## config.mk

```make
export PLATFORM = sky130hd
export DESIGN_NAME = mapped_write_through_cache_flat
export DESIGN_NICKNAME = d
export VERILOG_FILES = /design/src/rtl/mapped_write_through_cache_pkg.sv /design/src/rtl/mapped_write_through_cache_if.sv /design/src/rtl/mapped_write_through_cache_mem_region_decode.sv /design/src/rtl/mapped_write_through_cache.sv /design/src/flat_wrapper.sv
export SDC_FILE = /design/constraint.sdc
export NUM_CORES = 2
export LEC_CHECK = 0
export ABC_AREA = 1
export BUFFER_PORTS_ARGS = -buffer_cell sky130_fd_sc_hd__buf_4
export CAP_MARGIN = 5
export CELL_PAD_IN_SITES_DETAIL_PLACEMENT = 1
export CELL_PAD_IN_SITES_GLOBAL_PLACEMENT = 2
export CORE_UTILIZATION = 30
export CTS_CLUSTER_DIAMETER = 80
export DETAILED_ROUTE_END_ITERATION = 16
export GPL_ROUTABILITY_DRIVEN = 1
export PLACE_DENSITY = 0.55
export SYNTH_ARGS = -nofsm -noshare
export SYNTH_HDL_FRONTEND = slang
export SYNTH_SLANG_ARGS = --single-unit
```

## constraint.sdc

```tcl
create_clock -name clk -period 5.7 [get_ports clk]
set_input_delay 0.285 -clock clk [delete_from_list [all_inputs] [get_ports clk]]
set_output_delay 0.285 -clock clk [all_outputs]
set_load 0.02 [all_outputs]
```

## src/rtl/mapped_write_through_cache_pkg.sv

```systemverilog
// Shared types and helpers for the direct-mapped write-through cache.
// CACHE_STATS_EN (optional macro) enables hit/miss counters in the top module.
package mapped_write_through_cache_pkg;

  typedef enum logic [1:0] {
    IDLE,
    FILL,
    WRITE,
    BYPASS_RD
  } cache_state_t;

  localparam logic [31:0] DEFAULT_UNCACHED_BASE = 32'h8000_0000;

  // Byte addresses are word-granular, so the tag covers addr[31:idx+2].
  function automatic int idx_bits(input int num_lines);
    return $clog2(num_lines);
  endfunction

  function automatic int tag_bits(input int num_lines);
    return 30 - $clog2(num_lines);
  endfunction

endpackage

```

## src/rtl/mapped_write_through_cache_if.sv

```systemverilog
// Core-side request bus plus external-memory port of one cache instance.
interface mapped_write_through_cache_if #(
  parameter int WORD_SIZE = 32
);

  logic [31:0]          addr;
  logic [WORD_SIZE-1:0] data_in;
  logic                 re;
  logic                 wr;
  logic [WORD_SIZE-1:0] data_out;
  logic                 ready;
  logic                 cacheable;
  logic [31:0]          ext_addr;
  logic [WORD_SIZE-1:0] ext_data_out;
  logic [WORD_SIZE-1:0] ext_data_in;
  logic                 ext_re;
  logic                 ext_wr;
  logic                 ext_ack;

  modport slave (
    input  addr, data_in, re, wr, ext_data_in, ext_ack,
    output data_out, ready, cacheable, ext_addr, ext_data_out, ext_re, ext_wr
  );

  modport master (
    output addr, data_in, re, wr, ext_data_in, ext_ack,
    input  data_out, ready, cacheable, ext_addr, ext_data_out, ext_re, ext_wr
  );

endinterface

```

## src/rtl/mapped_write_through_cache_mem_region_decode.sv

```systemverilog
// Address-region decoder: RAM below UNCACHED_BASE is cacheable, MMIO above is not.
module mem_region_decode
  import mapped_write_through_cache_pkg::*;
#(
  parameter logic [31:0] UNCACHED_BASE = DEFAULT_UNCACHED_BASE
) (
  input  logic [31:0] addr,
  output logic        cacheable
);

  assign cacheable = (addr < UNCACHED_BASE);

endmodule

```

## src/rtl/mapped_write_through_cache.sv

```systemverilog
// Direct-mapped, one-word-line, write-through, no-write-allocate cache with MMIO bypass.
// Define CACHE_STATS_EN to add hit_count/miss_count outputs.
module mapped_write_through_cache
  import mapped_write_through_cache_pkg::*;
#(
  parameter int          WORD_SIZE     = 32,
  parameter int          NUM_LINES     = 64,
  parameter logic [31:0] UNCACHED_BASE = DEFAULT_UNCACHED_BASE
) (
  input  logic                          clk,
  input  logic                          rst,
  mapped_write_through_cache_if.slave   bus
`ifdef CACHE_STATS_EN
  ,
  output logic [31:0]                   hit_count,
  output logic [31:0]                   miss_count
`endif
);

  localparam int IDX   = idx_bits(NUM_LINES);
  localparam int TAG_W = tag_bits(NUM_LINES);

  logic [WORD_SIZE-1:0] line_data [NUM_LINES];
  logic [TAG_W-1:0]     line_tag  [NUM_LINES];
  logic [NUM_LINES-1:0] line_valid;

  cache_state_t state_q, state_d;

  logic [IDX-1:0]       index;
  logic [TAG_W-1:0]     tag;
  logic                 hit;
  logic                 region_cacheable;
  logic [31:0]          aligned_addr;
  logic                 fill_en;
  logic                 write_en;
  logic                 ready;
  logic [WORD_SIZE-1:0] data_out;
  logic                 ext_re;
  logic                 ext_wr;
  logic [31:0]          ext_addr;
  logic [WORD_SIZE-1:0] ext_data_out;

  mem_region_decode #(
    .UNCACHED_BASE (UNCACHED_BASE)
  ) u_region (
    .addr      (bus.addr),
    .cacheable (region_cacheable)
  );

  assign index        = bus.addr[IDX+1:2];
  assign tag          = bus.addr[31:IDX+2];
  assign hit          = line_valid[index] && (line_tag[index] == tag);
  assign aligned_addr = {bus.addr[31:2], 2'b00};

  always_ff @(posedge clk or posedge rst) begin
    if (rst) begin
      state_q <= IDLE;
    end else begin
      state_q <= state_d;
    end
  end

  always_comb begin
    state_d      = state_q;
    ready        = 1'b0;
    data_out     = '0;
    ext_re       = 1'b0;
    ext_wr       = 1'b0;
    ext_addr     = '0;
    ext_data_out = '0;
    fill_en      = 1'b0;
    write_en     = 1'b0;
    unique case (state_q)
      IDLE: begin
        if (bus.wr) begin
          state_d = WRITE;
        end else if (bus.re) begin
          if (region_cacheable && hit) begin
            ready    = 1'b1;
            data_out = line_data[index];
          end else if (region_cacheable) begin
            state_d = FILL;
          end else begin
            state_d = BYPASS_RD;
          end
        end else begin
          ready = 1'b1;
        end
      end
      FILL, BYPASS_RD: begin
        ext_re   = 1'b1;
        ext_addr = aligned_addr;
        if (bus.ext_ack) begin
          ready    = 1'b1;
          data_out = bus.ext_data_in;
          fill_en  = (state_q == FILL);
          state_d  = IDLE;
        end
      end
      WRITE: begin
        ext_wr       = 1'b1;
        ext_addr     = aligned_addr;
        ext_data_out = bus.data_in;
        if (bus.ext_ack) begin
          ready    = 1'b1;
          write_en = region_cacheable && hit;
          state_d  = IDLE;
        end
      end
      default: state_d = IDLE;
    endcase
  end

  // Line contents and tags deliberately have no reset; only valid bits do.
  always_ff @(posedge clk) begin
    if (fill_en) begin
      line_data[index] <= bus.ext_data_in;
      line_tag[index]  <= tag;
    end else if (write_en) begin
      line_data[index] <= bus.data_in;
    end
  end

  always_ff @(posedge clk or posedge rst) begin
    if (rst) begin
      line_valid <= '0;
    end else if (fill_en) begin
      line_valid[index] <= 1'b1;
    end
  end

`ifdef CACHE_STATS_EN
  logic read_hit_done;

  assign read_hit_done = (state_q == IDLE) && bus.re && !bus.wr && region_cacheable && hit;

  // A completed fill is by construction a completed cacheable read miss.
  always_ff @(posedge clk or posedge rst) begin
    if (rst) begin
      hit_count  <= '0;
      miss_count <= '0;
    end else begin
      if (read_hit_done) hit_count <= hit_count + 32'd1;
      if (fill_en)       miss_count <= miss_count + 32'd1;
    end
  end
`endif

  assign bus.ready        = ready;
  assign bus.data_out     = data_out;
  assign bus.cacheable    = region_cacheable;
  assign bus.ext_re       = ext_re;
  assign bus.ext_wr       = ext_wr;
  assign bus.ext_addr     = ext_addr;
  assign bus.ext_data_out = ext_data_out;

endmodule

```

## src/flat_wrapper.sv

```systemverilog
// flat-port wrapper written by rule: the top's interface ports become plain ports
module mapped_write_through_cache_flat import mapped_write_through_cache_pkg::*;
#(
  parameter int          WORD_SIZE     = 32,
  parameter int          NUM_LINES     = 64,
  parameter logic [31:0] UNCACHED_BASE = DEFAULT_UNCACHED_BASE
)
  (clk, rst, bus_addr, bus_data_in, bus_re, bus_wr, bus_ext_data_in, bus_ext_ack, bus_data_out, bus_ready, bus_cacheable, bus_ext_addr, bus_ext_data_out, bus_ext_re, bus_ext_wr);
  mapped_write_through_cache_if #(.WORD_SIZE(WORD_SIZE)) bus_i ();
  input  logic clk;
  input  logic rst;
  input wire logic [$bits(bus_i.addr)-1:0] bus_addr;
  input wire logic [$bits(bus_i.data_in)-1:0] bus_data_in;
  input wire logic [$bits(bus_i.re)-1:0] bus_re;
  input wire logic [$bits(bus_i.wr)-1:0] bus_wr;
  input wire logic [$bits(bus_i.ext_data_in)-1:0] bus_ext_data_in;
  input wire logic [$bits(bus_i.ext_ack)-1:0] bus_ext_ack;
  output wire logic [$bits(bus_i.data_out)-1:0] bus_data_out;
  output wire logic [$bits(bus_i.ready)-1:0] bus_ready;
  output wire logic [$bits(bus_i.cacheable)-1:0] bus_cacheable;
  output wire logic [$bits(bus_i.ext_addr)-1:0] bus_ext_addr;
  output wire logic [$bits(bus_i.ext_data_out)-1:0] bus_ext_data_out;
  output wire logic [$bits(bus_i.ext_re)-1:0] bus_ext_re;
  output wire logic [$bits(bus_i.ext_wr)-1:0] bus_ext_wr;
  assign bus_i.addr = bus_addr;
  assign bus_i.data_in = bus_data_in;
  assign bus_i.re = bus_re;
  assign bus_i.wr = bus_wr;
  assign bus_i.ext_data_in = bus_ext_data_in;
  assign bus_i.ext_ack = bus_ext_ack;
  assign bus_data_out = bus_i.data_out;
  assign bus_ready = bus_i.ready;
  assign bus_cacheable = bus_i.cacheable;
  assign bus_ext_addr = bus_i.ext_addr;
  assign bus_ext_data_out = bus_i.ext_data_out;
  assign bus_ext_re = bus_i.ext_re;
  assign bus_ext_wr = bus_i.ext_wr;
  mapped_write_through_cache #(.WORD_SIZE(WORD_SIZE), .NUM_LINES(NUM_LINES), .UNCACHED_BASE(UNCACHED_BASE)) u_core (.clk(clk), .rst(rst), .bus(bus_i));
endmodule
```

==> results.cfg <==
[yosys]
yosys-top-cells-count = sky130_fd_sc_hd__edfxtp_1 (3584), sky130_fd_sc_hd__nand2_1 (1893), sky130_fd_sc_hd__o22ai_1 (960), sky130_fd_sc_hd__nor2_1 (759), sky130_fd_sc_hd__inv_1 (706)
synth_cell_types = 37
synth_top_area_share_pct = 76.3
syn-instance-count = 10300
yosys-top-cells-area = sky130_fd_sc_hd__edfxtp_1 (76%), sky130_fd_sc_hd__nand2_1 (5.0%), sky130_fd_sc_hd__o22ai_1 (4.3%)
postSynthAreaPerCell_sq_um = 13.7
ys.warnings.count = 0
ys_seq_elements = 3650
synth.cell_area_sq_um = 141000
yosysMostFrequentCell = sky130_fd_sc_hd__edfxtp_1
synth_area_leader_cell = sky130_fd_sc_hd__edfxtp_1
synthArstFlopShare_pct = 1.81
synth_enable_flop_cells = 3584
yosysSeqAreaShare_pct = 77.5
synth_ff_type = sky130_fd_sc_hd__edfxtp_1

[clock_tree]
htreeDepth = 5
cts_hold_buffers = 85
clk_root_buffer_cell = sky130_fd_sc_hd__clkbuf_16
cts-buffers-inserted = 409
cts.reportedPaths.clkPinSlew_ns = 0.06
post-cts-setup-buffers = 0
clock_tree_from_tritoncts = done
clk_path_buf_depth = 4
clkLatencyLatePin_ns = 0.99
cts_resized = 0
clock-sinks = 3650

[setup_path]
worstPathRequired_ns = 5.41
crit_path_cell_trace = buf_4 -> inv_2 -> nand2_4 -> buf_12 -> buf_4 -> nor2_1 -> o21ai_0 -> nand2_1 -> o21ai_1 -> nand2_1 -> nor2_1 -> nand2_1 -> nand2_1 -> nand2_1 -> a21oi_1 -> nand3_1 -> nor2_1 -> buf_4 -> and2_2 -> buf_12 -> buf_12 -> nand2_1 -> nand2_1 -> buf_4
setup.worst_path.start_class = input port
cp_slowest_cell = sky130_fd_sc_hd__nor2_1
timing.critical_path.fanout_max = 20
setup.reg_to_reg.worst_slack_ns = 0.58
timing.critical_path.to_type = output port
critPathMaxStageDelay_ns = 0.71
cpMostUsedCell = sky130_fd_sc_hd__nand2_1
crit_path_max_delay_family = simple AND/OR/NAND/NOR gates
critical_path_class = input port to output port
cp_buf_inv_count = 8
cp.arrival_ns = 4.96

[sta]
relSlewSlack_pct = 18.1
number_of_hold_slack_violations_in_the_final_timing_report = 0
maxClockFrequency_mhz = 191
setup_violations = 0
layout_min_cycle_time_ns = 5.25
fin_crit_sh_pct = 92.1
finalSetupTns_ns = 0
rsz0062_at_grt = no
final_max_slew_viol_count = 0
tightestPinTransition_ns = 1.23
layout_skew_ns = 0.0588
layout_setup_ws_ns = 0.452

[pwr]
cellLeakagePower_nw = 59.2
finalPower_w = 0.0583
power_density_nw_per_um2 = 344
peakVddDrop_mv = 0.243

[hold_path]
worst_hold_path_type = input port to flip-flop

[route]
via_count = 88800
route.final.wire_length_mm = 504
drt-initial-drc-count = 7064
final_antenna_net_count = 0
vias_per_cell = 5.07
drt_drc_violations_left = 0
drt_pass_1_iters = 5
wire_per_inst_microns = 28.8

[floorplan]
die_height_microns = 688
floorplan.die_area_sq_um = 473000
row_count = 251
initial_utilization_pct = 30.2
width_of_the_die_microns = 688
boundaryPins = 201
core_area_sq_um = 468000

[final_layout]
post_route_cells_drive_above_1_share_pct = 15.2
final_design_area_no_fill_sq_um = 170000
nNetsFinal = 11100
area_growth_pct = 20.3

[outcome]
outcome = finished, final reports clean

[global_route]
via_count_of_the_first_global_routing_pass = 92000
grt_overflow_total = 0
grt.total_usage_pct = 20.8
grt_antenna_before_repair = 34
grt_pass1_wl_mm = 706
grt_start_max_net_pins = 156

[run]
drv_cap = 0

[placement]
placed_area_sq_um = 157000
dpl.hpwl_mm = 293
post-place-ws_ns = 0.0381
port_buffers = 196
gpl.final_weighted_congestion = 0.781
[cell type report]
| type | instances | area (sq um) |
|---|---|---|
| repair buffers | 899 | 9830 |
| well taps | 6198 | 7750 |
| clock inverters | 205 | 1400 |
| diodes | 9 | 22.5 |
| multi-input cells | 5319 | 27900 |
| flip-flops and latches | 3650 | 109000 |
| clock buffers | 525 | 10900 |
| fillers | 48200 | 298000 |
| inverters | 715 | 2710 |
[layer usage]
layer | vias to the layer above | global-route usage (%) | wire (microns)
li1 | 39300 | - | -
met1 | 47000 | 28.5 | 225000
met2 | 2008 | 35.7 | 246000
met3 | 592 | 2.40 | 23100
met4 | 0 | 4.42 | 10600
met5 | - | 0 | 0
[through the flow]
step / instances / util, % / hold WS (ns)
CTS: 17500 / 36.3 / 0.0000991
detailed placement: 16700 / 33.5 / 0.299
global route: 17500 / 36.3 / 0.0538
finish: 17500 / 36.3 / 0.0584
floorplan: 10300 / - / 0.384
global placement: 16700 / 33.5 / 0.295
[state kept, by name, indices dropped and copies added (netlist names)]
name,cells
u_core.line_data,2048
u_core.line_valid,64
u_core.line_tag,1536
u_core.state_q,2
[report_power, final]
part | internal, W | total (W) | switching (W)
clock network | 0.0140 | 0.0248 | 0.0108
registers | 0.0296 | 0.0296 | 0.0000420
logic | 0.00106 | 0.00395 | 0.00288
[worst min-delay path, cell delays in order]
cell	delay, ns
sky130_fd_sc_hd__buf_4	0.11
sky130_fd_sc_hd__inv_1	0.17
sky130_fd_sc_hd__o21ai_4	0.10
sky130_fd_sc_hd__buf_12	0.17
[kinds of logic (layout without fill, tap and decap cells)]
logic type	after synthesis	in the layout	synth area share (%)
flops	3650	3650	77.5
buf+inv	1317	2344	3.83
simple gates	3356	3356	9.81
other cells	1	11	0.00266
compound gates	1961	1961	8.89
[placed cells by master (no fill, tap or decap), types with 14 or more instances in the layout]
cell type	instances
sky130_fd_sc_hd__edfxtp_1	3584
sky130_fd_sc_hd__nand2_1	1886
sky130_fd_sc_hd__o22ai_1	960
sky130_fd_sc_hd__inv_1	704
sky130_fd_sc_hd__nor2_1	694
sky130_fd_sc_hd__buf_4	584
sky130_fd_sc_hd__clkbuf_16	417
sky130_fd_sc_hd__o21ai_0	391
sky130_fd_sc_hd__nand3_1	383
sky130_fd_sc_hd__o41ai_1	245
sky130_fd_sc_hd__buf_12	229
sky130_fd_sc_hd__or2_2	189
sky130_fd_sc_hd__o211ai_1	122
sky130_fd_sc_hd__clkbuf_1	106
sky130_fd_sc_hd__clkinv_1	103
sky130_fd_sc_hd__o21ai_1	95
sky130_fd_sc_hd__dlygate4sd3_1	85
sky130_fd_sc_hd__nor2_4	68
sky130_fd_sc_hd__dfrtp_1	65
sky130_fd_sc_hd__a21oi_4	64
sky130_fd_sc_hd__clkinv_2	64
sky130_fd_sc_hd__nand4_1	48
sky130_fd_sc_hd__nor3_1	32
sky130_fd_sc_hd__o21ai_4	32
sky130_fd_sc_hd__a21oi_1	31
sky130_fd_sc_hd__o221ai_1	15
sky130_fd_sc_hd__or2_1	14
sky130_fd_sc_hd__bufinv_16	14
[final timing paths]
check                                                        from                                  to  cells after the start
min in group asynchronous                                     rst   u_core.line_valid[48]$_DFFE_PP0P_                      4
worst min register to register  u_core.line_valid[21]$_DFFE_PP0P_   u_core.line_valid[21]$_DFFE_PP0P_                      2
worst max register to register   u_core.line_tag[6][20]$_DFFE_PP_       u_core.state_q[1]$_DFFE_PP0P_                     22
worst max-delay path                                  bus_addr[4]                    bus_data_out[23]                     24
worst min-delay path                              bus_data_in[10]  u_core.line_data[24][10]$_DFFE_PP_                      4
max in group asynchronous                                     rst       u_core.state_q[0]$_DFFE_PP0P_                      5
Note: power is estimated with default switching activity, not from simulation.
